## config.mk

```make
export PLATFORM = sky130hd
export DESIGN_NAME = maze_pixel_fetch
export DESIGN_NICKNAME = d
export VERILOG_FILES = /design/src/rtl/maze_pkg.sv /design/src/rtl/sync_delay.sv /design/src/rtl/maze_pixel_fetch.sv
export SDC_FILE = /design/constraint.sdc
export NUM_CORES = 1
export LEC_CHECK = 0
export BUFFER_PORTS_ARGS = -buffer_cell sky130_fd_sc_hd__buf_4
export CAP_MARGIN = 20
export CORE_ASPECT_RATIO = 0.75
export CORE_MARGIN = 2
export CORE_UTILIZATION = 45
export DETAILED_ROUTE_END_ITERATION = 8
export PLACE_DENSITY_LB_ADDON = 0.2
export SYNTH_ARGS = -nofsm -noshare
export SYNTH_HDL_FRONTEND = slang
export SYNTH_SLANG_ARGS = --single-unit
```

## constraint.sdc

```tcl
create_clock -name clk -period 2.29 [get_ports clk]
set_input_delay 0.1145 -clock clk [delete_from_list [all_inputs] [get_ports clk]]
set_output_delay 0.1145 -clock clk [all_outputs]
set_load 0.02 [all_outputs]
```

## src/rtl/maze_pkg.sv

```systemverilog
// rtl/maze_pkg.sv - shared types and constants for the maze pixel renderer
package maze_pkg;

  typedef logic [11:0] color_t;
  typedef logic [3:0]  tile_t;

  localparam int    TILE_PX     = 16;
  localparam int    TILE_BITS   = 4;
  localparam tile_t PLAYER_TILE = 4'hF;

  localparam tile_t FLOOR = 4'd0;
  localparam tile_t WALL  = 4'd1;
  localparam tile_t EXIT  = 4'd2;

endpackage

```

## src/rtl/sync_delay.sv

```systemverilog
// rtl/sync_delay.sv - N-stage shift register with asynchronous reset to a parameter value
module sync_delay #(
  parameter int               WIDTH     = 1,
  parameter int               DEPTH     = 1,
  parameter logic [WIDTH-1:0] RESET_VAL = '0
) (
  input  logic             clk,
  input  logic             rst,
  input  logic [WIDTH-1:0] din,
  output logic [WIDTH-1:0] dout
);

  logic [WIDTH-1:0] stage_q [DEPTH];
  logic [WIDTH-1:0] stage_d [DEPTH];

  always_comb begin
    stage_d[0] = din;
    for (int i = 1; i < DEPTH; i++) begin
      stage_d[i] = stage_q[i-1];
    end
  end

  always_ff @(posedge clk or posedge rst) begin
    if (rst) begin
      for (int i = 0; i < DEPTH; i++) begin
        stage_q[i] <= RESET_VAL;
      end
    end else begin
      for (int i = 0; i < DEPTH; i++) begin
        stage_q[i] <= stage_d[i];
      end
    end
  end

  assign dout = stage_q[DEPTH-1];

endmodule

```

## src/rtl/maze_pixel_fetch.sv

```systemverilog
// rtl/maze_pixel_fetch.sv - map ROM -> texture ROM -> RGB renderer, 3-clock pipeline
// Optional macro PLAYER_OVERLAY_EN: replaces the tile at the vsync-latched player position.
module maze_pixel_fetch
  import maze_pkg::*;
#(
  parameter int     X_ORIGIN  = 64,
  parameter int     Y_ORIGIN  = 0,
  parameter int     MAP_COLS  = 32,
  parameter int     MAP_ROWS  = 30,
  parameter color_t BG_COLOR  = 12'h000,
  parameter color_t KEY_COLOR = 12'hF0F
) (
  input  logic        clk,
  input  logic        rst,
  input  logic [9:0]  pixel_x,
  input  logic [9:0]  pixel_y,
  input  logic        pixel_valid,
  input  logic        hsync_i,
  input  logic        vsync_i,
  input  logic [4:0]  player_col,
  input  logic [4:0]  player_row,
  output logic        map_en,
  output logic [9:0]  map_addr,
  input  logic [3:0]  map_dout,
  output logic        tex_en,
  output logic [11:0] tex_addr,
  input  logic [11:0] tex_dout,
  output logic [11:0] rgb,
  output logic        rgb_valid,
  output logic        hsync_o,
  output logic        vsync_o
);

  localparam logic [9:0] X_SPAN = 10'(TILE_PX * MAP_COLS);
  localparam logic [9:0] Y_SPAN = 10'(TILE_PX * MAP_ROWS);

  logic [10:0] dx, dy;
  logic        in_area;
  logic [9:0]  map_addr_q, map_addr_d;
  logic        s1_valid_q, s1_in_area_q;
  logic [3:0]  s1_px_q, s1_py_q;
  logic        s2_valid_q, s2_in_area_q;
  logic [11:0] tex_addr_q, tex_addr_d;
  color_t      rgb_q, rgb_d;
  tile_t       tile_id;
  logic [2:0]  sideband;

  always_comb begin
    // The borrow bit of the widened difference is the lower bound, so left/above pixels never alias
    dx         = {1'b0, pixel_x} - 11'(X_ORIGIN);
    dy         = {1'b0, pixel_y} - 11'(Y_ORIGIN);
    in_area    = !dx[10] && (dx[9:0] < X_SPAN) && !dy[10] && (dy[9:0] < Y_SPAN);
    map_en     = !rst && pixel_valid && in_area;
    map_addr_d = map_en ? {dy[TILE_BITS +: 5], dx[TILE_BITS +: 5]} : map_addr_q;
  end

  assign map_addr = map_addr_d;

`ifdef PLAYER_OVERLAY_EN
  logic       vsync_prev_q, vsync_prev_d;
  logic [4:0] player_col_q, player_col_d;
  logic [4:0] player_row_q, player_row_d;

  always_comb begin
    vsync_prev_d = vsync_i;
    player_col_d = player_col_q;
    player_row_d = player_row_q;
    if (vsync_prev_q && !vsync_i) begin
      player_col_d = player_col;
      player_row_d = player_row;
    end
  end

  always_ff @(posedge clk or posedge rst) begin
    if (rst) begin
      vsync_prev_q <= 1'b1;
      player_col_q <= '0;
      player_row_q <= '0;
    end else begin
      vsync_prev_q <= vsync_prev_d;
      player_col_q <= player_col_d;
      player_row_q <= player_row_d;
    end
  end

  // map_addr_q holds the S1 pixel's tile address whenever S1 is in the maze area
  always_comb begin
    tile_id = map_dout;
    if (map_addr_q == {player_row_q, player_col_q}) begin
      tile_id = PLAYER_TILE;
    end
  end
`else
  logic unused_player;
  assign unused_player = ^{player_col, player_row};
  assign tile_id       = map_dout;
`endif

  always_comb begin
    tex_en     = s1_valid_q && s1_in_area_q;
    tex_addr_d = tex_en ? {tile_id, s1_py_q, s1_px_q} : tex_addr_q;
    if (!s2_valid_q) begin
      rgb_d = '0;
    end else if (!s2_in_area_q || tex_dout == KEY_COLOR) begin
      rgb_d = BG_COLOR;
    end else begin
      rgb_d = tex_dout;
    end
  end

  assign tex_addr = tex_addr_d;

  always_ff @(posedge clk or posedge rst) begin
    if (rst) begin
      map_addr_q   <= '0;
      s1_valid_q   <= 1'b0;
      s1_in_area_q <= 1'b0;
      s1_px_q      <= '0;
      s1_py_q      <= '0;
      tex_addr_q   <= '0;
      s2_valid_q   <= 1'b0;
      s2_in_area_q <= 1'b0;
      rgb_q        <= '0;
    end else begin
      map_addr_q   <= map_addr_d;
      s1_valid_q   <= pixel_valid;
      s1_in_area_q <= in_area;
      s1_px_q      <= dx[3:0];
      s1_py_q      <= dy[3:0];
      tex_addr_q   <= tex_addr_d;
      s2_valid_q   <= s1_valid_q;
      s2_in_area_q <= s1_in_area_q;
      rgb_q        <= rgb_d;
    end
  end

  sync_delay #(
    .WIDTH    (3),
    .DEPTH    (3),
    .RESET_VAL(3'b110)
  ) u_sideband (
    .clk (clk),
    .rst (rst),
    .din ({hsync_i, vsync_i, pixel_valid}),
    .dout(sideband)
  );

  assign {hsync_o, vsync_o, rgb_valid} = sideband;
  assign rgb = rgb_q;

endmodule
```

* Word level (Yosys, flattened, before mapping)
Cells that the tools add are included.
** Operators by class
- Add/sub/neg operators :: 1
- Multiply operators :: 0
- Divide/modulo/power cells :: 0
- Magnitude comparators :: 2
- Equality and inequality tests :: 1
- Shift-type cells :: 0
- Multiplexer cells :: 4
- Bitwise operators :: 0
- Reductions and logical operators :: 9
** Operator list (number)
- 12-bit 2-to-1 mux :: 3
- 12-bit == test (second input constant) :: 1
- 10-bit by 7-bit subtractor with 11-bit output (second input constant) :: 1
- 10-bit less-than comparator (second input constant) :: 1
- 10-bit by 9-bit less-than comparator with 1-bit output (second input constant) :: 1
- 10-bit 2-to-1 mux :: 1
- 1-bit logical AND :: 5
- 1-bit logical NOT :: 3
- 1-bit logical OR :: 1
** Storage, ports and cells
- Register bits :: 55
- Latch bits :: 0
- Bits in writable memories :: 0
- Memory bits (read-only) :: 0
- Bits of input ports :: 51
- Output and inout bits :: 39
- Word-level logic and storage cells :: 29
- Memories kept :: 0

* Longest topological paths before layout
- Depth in word-level cells :: 6
- Depth in mapped cells :: 7
- Gate-level depth less buffers :: 6

* Hierarchy
From an unflattened synthesis, not the netlist that was laid out.
** Unflattened totals
- Cells, all modules :: 110
- Area, all modules :: 1888.1 sq um
** By module, submodules not included
- maze_pixel_fetch :: instances 1, cells an instance 100, area an instance 1651.6 sq um, seq. area each 1151.1 sq um
- sync_delay :: instances 1, cells an instance 10, area an instance 236.5 sq um, seq. area each 232.7 sq um

* Least setup slack after synthesis
No wires, ideal clock.
- Path type :: input to register
- Start :: in rst
- End :: reg map_addr_q[3]
- Library setup time :: 0.173 ns
- Arrival time :: 2.070 ns
- Required time :: 2.117 ns
- Slack :: 0.047 ns
- Stages :: 4
- Path buffers :: 1
- Cell sequence :: inv_1 -> nand3_2 -> buf_6 -> mux2i_1
** Between the ends
- Cells in the longest elaborated chain, start to end :: 4
** Ends and longest elaborated chain
- start, declared :: line maze_pixel_fetch.sv:14 : input logic rst,
- 1-bit logical NOT (no line)
- 1-bit logical AND (2 in series) :: line maze_pixel_fetch.sv:53 : map_en = !rst && pixel_valid && in_area;
- 10-bit 2-to-1 mux :: line maze_pixel_fetch.sv:54 : map_addr_d = map_en ? {dy[TILE_BITS +: 5], dx[TILE_BITS +: 5]} : map_addr_q;
- net map_addr[3] :: line maze_pixel_fetch.sv:23 : output logic [9:0] map_addr,
- end signal, assigned :: line maze_pixel_fetch.sv:125 : map_addr_q <= map_addr_d;
- end, declared :: line maze_pixel_fetch.sv:39 : logic [9:0] map_addr_q, map_addr_d;
The timed path passes the listed nets, and every way through them passes these cells.

* Worst setup path after layout
- Start :: in pixel_x[6]
- End :: out map_addr[9]
** Between the ends
- Cells in the longest elaborated chain, start to end :: 6
- Elaborated cells on any way between the ends :: 7
- Those cells by class :: add/sub: 1; order compare: 1; mux: 1; reduce/logical: 4
** Ends and longest elaborated chain
- start, declared :: line maze_pixel_fetch.sv:15 : input logic [9:0] pixel_x,
- 10-bit by 7-bit subtractor with 11-bit output (*) :: line maze_pixel_fetch.sv:50 : dx = {1'b0, pixel_x} - 11'(X_ORIGIN);
- 10-bit less-than comparator or 1-bit logical NOT (tied branches) :: line maze_pixel_fetch.sv:52 : in_area = !dx[10] && (dx[9:0] < X_SPAN) && !dy[10] && (dy[9:0] < Y_SPAN);
- 1-bit logical AND (*) (2 in series) :: line maze_pixel_fetch.sv:52
- net in_area :: line maze_pixel_fetch.sv:38 : logic in_area;
- 1-bit logical AND (*) :: line maze_pixel_fetch.sv:53
- 10-bit 2-to-1 mux (*) :: line maze_pixel_fetch.sv:54
- end, declared :: line maze_pixel_fetch.sv:23
The timed path passes the listed nets; every way through them passes the cells marked *.

==> impl_metrics.prom <==
# TYPE chip_impl_metric gauge
chip_impl_metric{name="overflow_after_grt",unit=""} 0
chip_impl_metric{name="syn_inst",unit=""} 107
chip_impl_metric{name="layout.cell_area.non_filler",unit="mm2"} 0.00270
chip_impl_metric{name="floorplan.die_area",unit="mm2"} 0.00461
chip_impl_metric{name="number_of_antenna_violations_at_the_first_check_in_global_routing",unit=""} 0
chip_impl_metric{name="max_clock_freq",unit="MHz"} 522
chip_impl_metric{name="final-setup-viol-count",unit=""} 0
chip_impl_metric{name="clock_sinks",unit=""} 53
chip_impl_metric{name="ioPinCount",unit=""} 90
chip_impl_metric{name="finalNonFillerCells",unit=""} 259
chip_impl_metric{name="worstPathMaxFanout",unit=""} 11
chip_impl_metric{name="power.switching_fraction",unit="%"} 26.6
chip_impl_metric{name="p_int",unit="mW"} 1.62
chip_impl_info{name="worstSetupPathType",value="in -> out"} 1
chip_impl_metric{name="synthToLayoutAreaGrowth",unit="%"} 47.2
chip_impl_metric{name="synth.yosys.seq_area_share",unit="%"} 72.7
chip_impl_metric{name="p_per_area",unit="mW/mm2"} 817
chip_impl_metric{name="timing.final.hold_violations",unit=""} 0
chip_impl_metric{name="detailedPlacementHpwl",unit="mm"} 2.62
chip_impl_metric{name="fillers",unit=""} 294
chip_impl_metric{name="p_total",unit="mW"} 2.21
chip_impl_metric{name="h-tree-depth",unit=""} 2
chip_impl_metric{name="post_cts_hold_buffer_count",unit=""} 11
chip_impl_metric{name="syn_area_per_cell",unit="um2"} 17.1
chip_impl_metric{name="grt_use_total",unit="%"} 17.2
chip_impl_metric{name="period_share",unit="%"} 83.6
chip_impl_metric{name="detailed_place.area",unit="mm2"} 0.00249
chip_impl_metric{name="seq_power_share",unit="%"} 49.5
chip_impl_metric{name="remaining_routing_drc_violations",unit=""} 0
chip_impl_metric{name="wl_per_cell",unit="um"} 13.8
chip_impl_metric{name="die_y_extent",unit="um"} 59.3
chip_impl_metric{name="p_leak",unit="nW"} 1.40
chip_impl_info{name="status",value="finished clean"} 1
chip_impl_metric{name="first_global_vias",unit=""} 1286
chip_impl_metric{name="clkSlewWorstSetupHoldPaths",unit="ns"} 0.09
chip_impl_metric{name="netlist-cell-type-count",unit=""} 21
chip_impl_metric{name="post-cts-setup-buffers",unit=""} 0
chip_impl_metric{name="post_route_cells_drive_above_1_share",unit="%"} 57.8
chip_impl_info{name="setup.worst_path.end_class",value="primary output"} 1
chip_impl_info{name="grt_setup_unrepaired",value="false"} 1
chip_impl_metric{name="part_of_the_total_power_dissipated_in_the_clock_network",unit="%"} 24.7
chip_impl_metric{name="postRouteAntennaNets",unit=""} 0
chip_impl_metric{name="antenna_cells_inserted",unit=""} 0
chip_impl_metric{name="post_synthesis_sequential_element_count",unit=""} 53
chip_impl_metric{name="timing.final.max_slew_violations",unit=""} 0
chip_impl_metric{name="totalWireLength",unit="mm"} 3.59
chip_impl_metric{name="reg2regPathDepth",unit=""} 2
chip_impl_metric{name="number_of_buffer_cells_added_on_primary_ports",unit=""} 79
chip_impl_metric{name="numCtsBuffers",unit=""} 5
chip_impl_metric{name="dp_worst_setup_slack",unit="ns"} 0.365
chip_impl_metric{name="grt_first_pass_wirelength",unit="mm"} 5.98
chip_impl_metric{name="crit_required",unit="ns"} 2.18
chip_impl_metric{name="switching_power",unit="uW"} 586
chip_impl_metric{name="vias",unit=""} 1203
chip_impl_metric{name="fin_skew",unit="ns"} 0.00397
chip_impl_metric{name="number_of_core_rows",unit=""} 20
chip_impl_metric{name="design.core.area",unit="mm2"} 0.00398
chip_impl_metric{name="timing_worst_slew_pin_value",unit="ns"} 0.637
chip_impl_metric{name="synth.net_count",unit=""} 159
chip_impl_metric{name="detailedRoute.firstIterationViolations",unit=""} 63
chip_impl_info{name="cp-start-kind",value="primary input"} 1
chip_impl_metric{name="dr.pass1.iters",unit=""} 4
chip_impl_metric{name="cts_repair_resize_count",unit=""} 0
chip_impl_metric{name="routabilityCongestion",unit=""} 0.837
chip_impl_metric{name="tns",unit="ns"} 0
chip_impl_metric{name="post_route_minimum_period",unit="ns"} 1.92
chip_impl_metric{name="worst_skew_pair_latency",unit="ns"} 0.29
chip_impl_metric{name="clock_tree.buffer_depth",unit=""} 2
chip_impl_info{name="cts-root-buf",value="sky130_fd_sc_hd__clkbuf_8"} 1
chip_impl_metric{name="signal_arrival_time_at_the_worst_endpoint",unit="ns"} 1.80
chip_impl_metric{name="floorplan.initialDensity",unit="%"} 46.1
chip_impl_metric{name="fp.dieW",unit="um"} 77.7
chip_impl_metric{name="comb_power_share",unit="%"} 25.8
chip_impl_metric{name="yosys_warnings",unit=""} 0
chip_impl_metric{name="grt_max_degree",unit=""} 54
chip_impl_info{name="worstHoldPathType",value="in -> async"} 1
chip_impl_metric{name="layout_setup_ws",unit="ns"} 0.375
chip_impl_info{name="tritoncts",value="built"} 1
chip_impl_metric{name="placed_cells",unit=""} 240
chip_impl_metric{name="synth_area",unit="mm2"} 0.00183
chip_impl_metric{name="finalNetCount",unit=""} 255
chip_impl_metric{name="route.detailed.vias_per_inst",unit=""} 4.64
chip_impl_metric{name="peak_supply_drop",unit="uV"} 382
chip_impl_metric{name="cap_viol_max_count",unit=""} 0
chip_impl_metric{name="slew_headroom",unit="%"} 57.5
## cell usage in the layout, fill, tap and decap left out, types with 2 or more instances in the layout
cell                             n
sky130_fd_sc_hd__mux2_4          8
sky130_fd_sc_hd__dfstp_2         6
sky130_fd_sc_hd__dlygate4sd3_1  11
sky130_fd_sc_hd__nand4b_1        2
sky130_fd_sc_hd__buf_4          80
sky130_fd_sc_hd__clkbuf_8        7
sky130_fd_sc_hd__inv_1           5
sky130_fd_sc_hd__and3_1          4
sky130_fd_sc_hd__mux2_2         13
sky130_fd_sc_hd__and2_1          8
sky130_fd_sc_hd__dfrtp_1        47
## cell families (layout without fill, tap and decap cells)
kind of cell             after synthesis  after routing  synth area share, %
buffers and inverters                  8            105                 2.05
AND/OR/NAND/NOR                       17             17                 6.41
flip-flops                            53             53                 72.7
multiplexers                          22             22                 15.1
XOR/XNOR                               1              1                0.478
adder cells (fa/ha/maj)                1              1                0.682
AO/OA/AOI/OAI                          5              5                 2.59
## power groups by stage
stage                     Clock, mW  Sequential [mW]  Combinational [mW]
final                         0.544             1.09               0.569
after global routing          0.611             1.11               0.607
after CTS                     0.565             1.09               0.576
after detailed placement          0             1.11               0.560
after global placement            0             1.10               0.546
after floorplan                   0             1.11               0.304
## final timing paths
path	from	endpoint	slack [ns]
min in group clk	tex_dout[8]	rgb[8]$_DFF_PP0_	0.03
max in group asynchronous	rst	s1_py_q[3]$_DFF_PP0_	1.84
max	pixel_x[6]	map_addr[9]	0.37
min	rst	map_addr_q[4]$_DFF_PP0_	0.03
max reg2reg	u_sideband.stage_d[3]$_DFF_PP0_	tex_addr_q[8]$_DFF_PP0_	0.97
min reg2reg	u_sideband.stage_d[2]$_DFF_PP1_	u_sideband.dout[2]$_DFF_PP1_	0.36
## cells in the mapped netlist
cell | number | area [um2]
sky130_fd_sc_hd__and3_1 | 4 | 25.0
sky130_fd_sc_hd__nand2_1 | 1 | 3.75
sky130_fd_sc_hd__nand3_2 | 1 | 10.0
sky130_fd_sc_hd__mux2_4 | 8 | 120
sky130_fd_sc_hd__buf_6 | 1 | 11.3
sky130_fd_sc_hd__dfrtp_1 | 47 | 1180
sky130_fd_sc_hd__nand4b_1 | 2 | 17.5
sky130_fd_sc_hd__o311a_2 | 1 | 11.3
sky130_fd_sc_hd__ha_1 | 1 | 12.5
sky130_fd_sc_hd__o31ai_1 | 1 | 7.51
sky130_fd_sc_hd__nand4bb_1 | 1 | 11.3
sky130_fd_sc_hd__xor2_1 | 1 | 8.76
sky130_fd_sc_hd__buf_1 | 1 | 3.75
sky130_fd_sc_hd__a41oi_1 | 1 | 8.76
sky130_fd_sc_hd__and2_1 | 8 | 50.1
sky130_fd_sc_hd__o21ba_1 | 1 | 10.0
sky130_fd_sc_hd__inv_1 | 6 | 22.5
sky130_fd_sc_hd__mux2_2 | 13 | 146
sky130_fd_sc_hd__mux2i_1 | 1 | 10.0
sky130_fd_sc_hd__o311a_1 | 1 | 10.0
sky130_fd_sc_hd__dfstp_2 | 6 | 158
## flip-flops by register name, summed over array words and instances (netlist names)
register / cells
s1_px_q: 4
s1_py_q: 4
s2_in_area_q: 1
tex_addr_q: 12
rgb: 12
map_addr_q: 10
u_sideband.dout: 3
u_sideband.stage_d: 6
s1_in_area_q: 1
## critical path, stage by stage
cell	delay [ns]
sky130_fd_sc_hd__buf_4	0.12
sky130_fd_sc_hd__inv_1	0.07
sky130_fd_sc_hd__ha_1	0.17
sky130_fd_sc_hd__o21ba_1	0.15
sky130_fd_sc_hd__o311a_2	0.35
sky130_fd_sc_hd__nand3_2	0.28
sky130_fd_sc_hd__mux2_2	0.39
sky130_fd_sc_hd__buf_4	0.16
## final cells by class
class	instances	area, um2	share of cell area (%)
well taps	55	68.8	2.55
repair buffers	91	711	26.3
multi-input cells	46	463	17.1
flip-flops and latches	53	1330	49.4
clock inverters	1	5.00	0.185
clock buffers	7	96.3	3.57
inverters	6	22.5	0.834
## routing by layer
layer / routed length, um / vias up / global-route usage, %
met4: 63 / 0 / 6.89
li1: - / 557 / -
met2: 1750 / 51 / 27.1
met1: 1510 / 589 / 22.8
met5: 0 / - / 0
met3: 259 / 6 / 5.03
## metrics by stage
step,utilization [%],hold slack [ns]
after floorplan,-,0.119
after global placement,62.5,0.224
after detailed placement,62.5,0.224
after CTS,67.9,0.0260
after global routing,67.9,0.0303
final,67.9,0.0322
(Power assumes the default switching activity.)
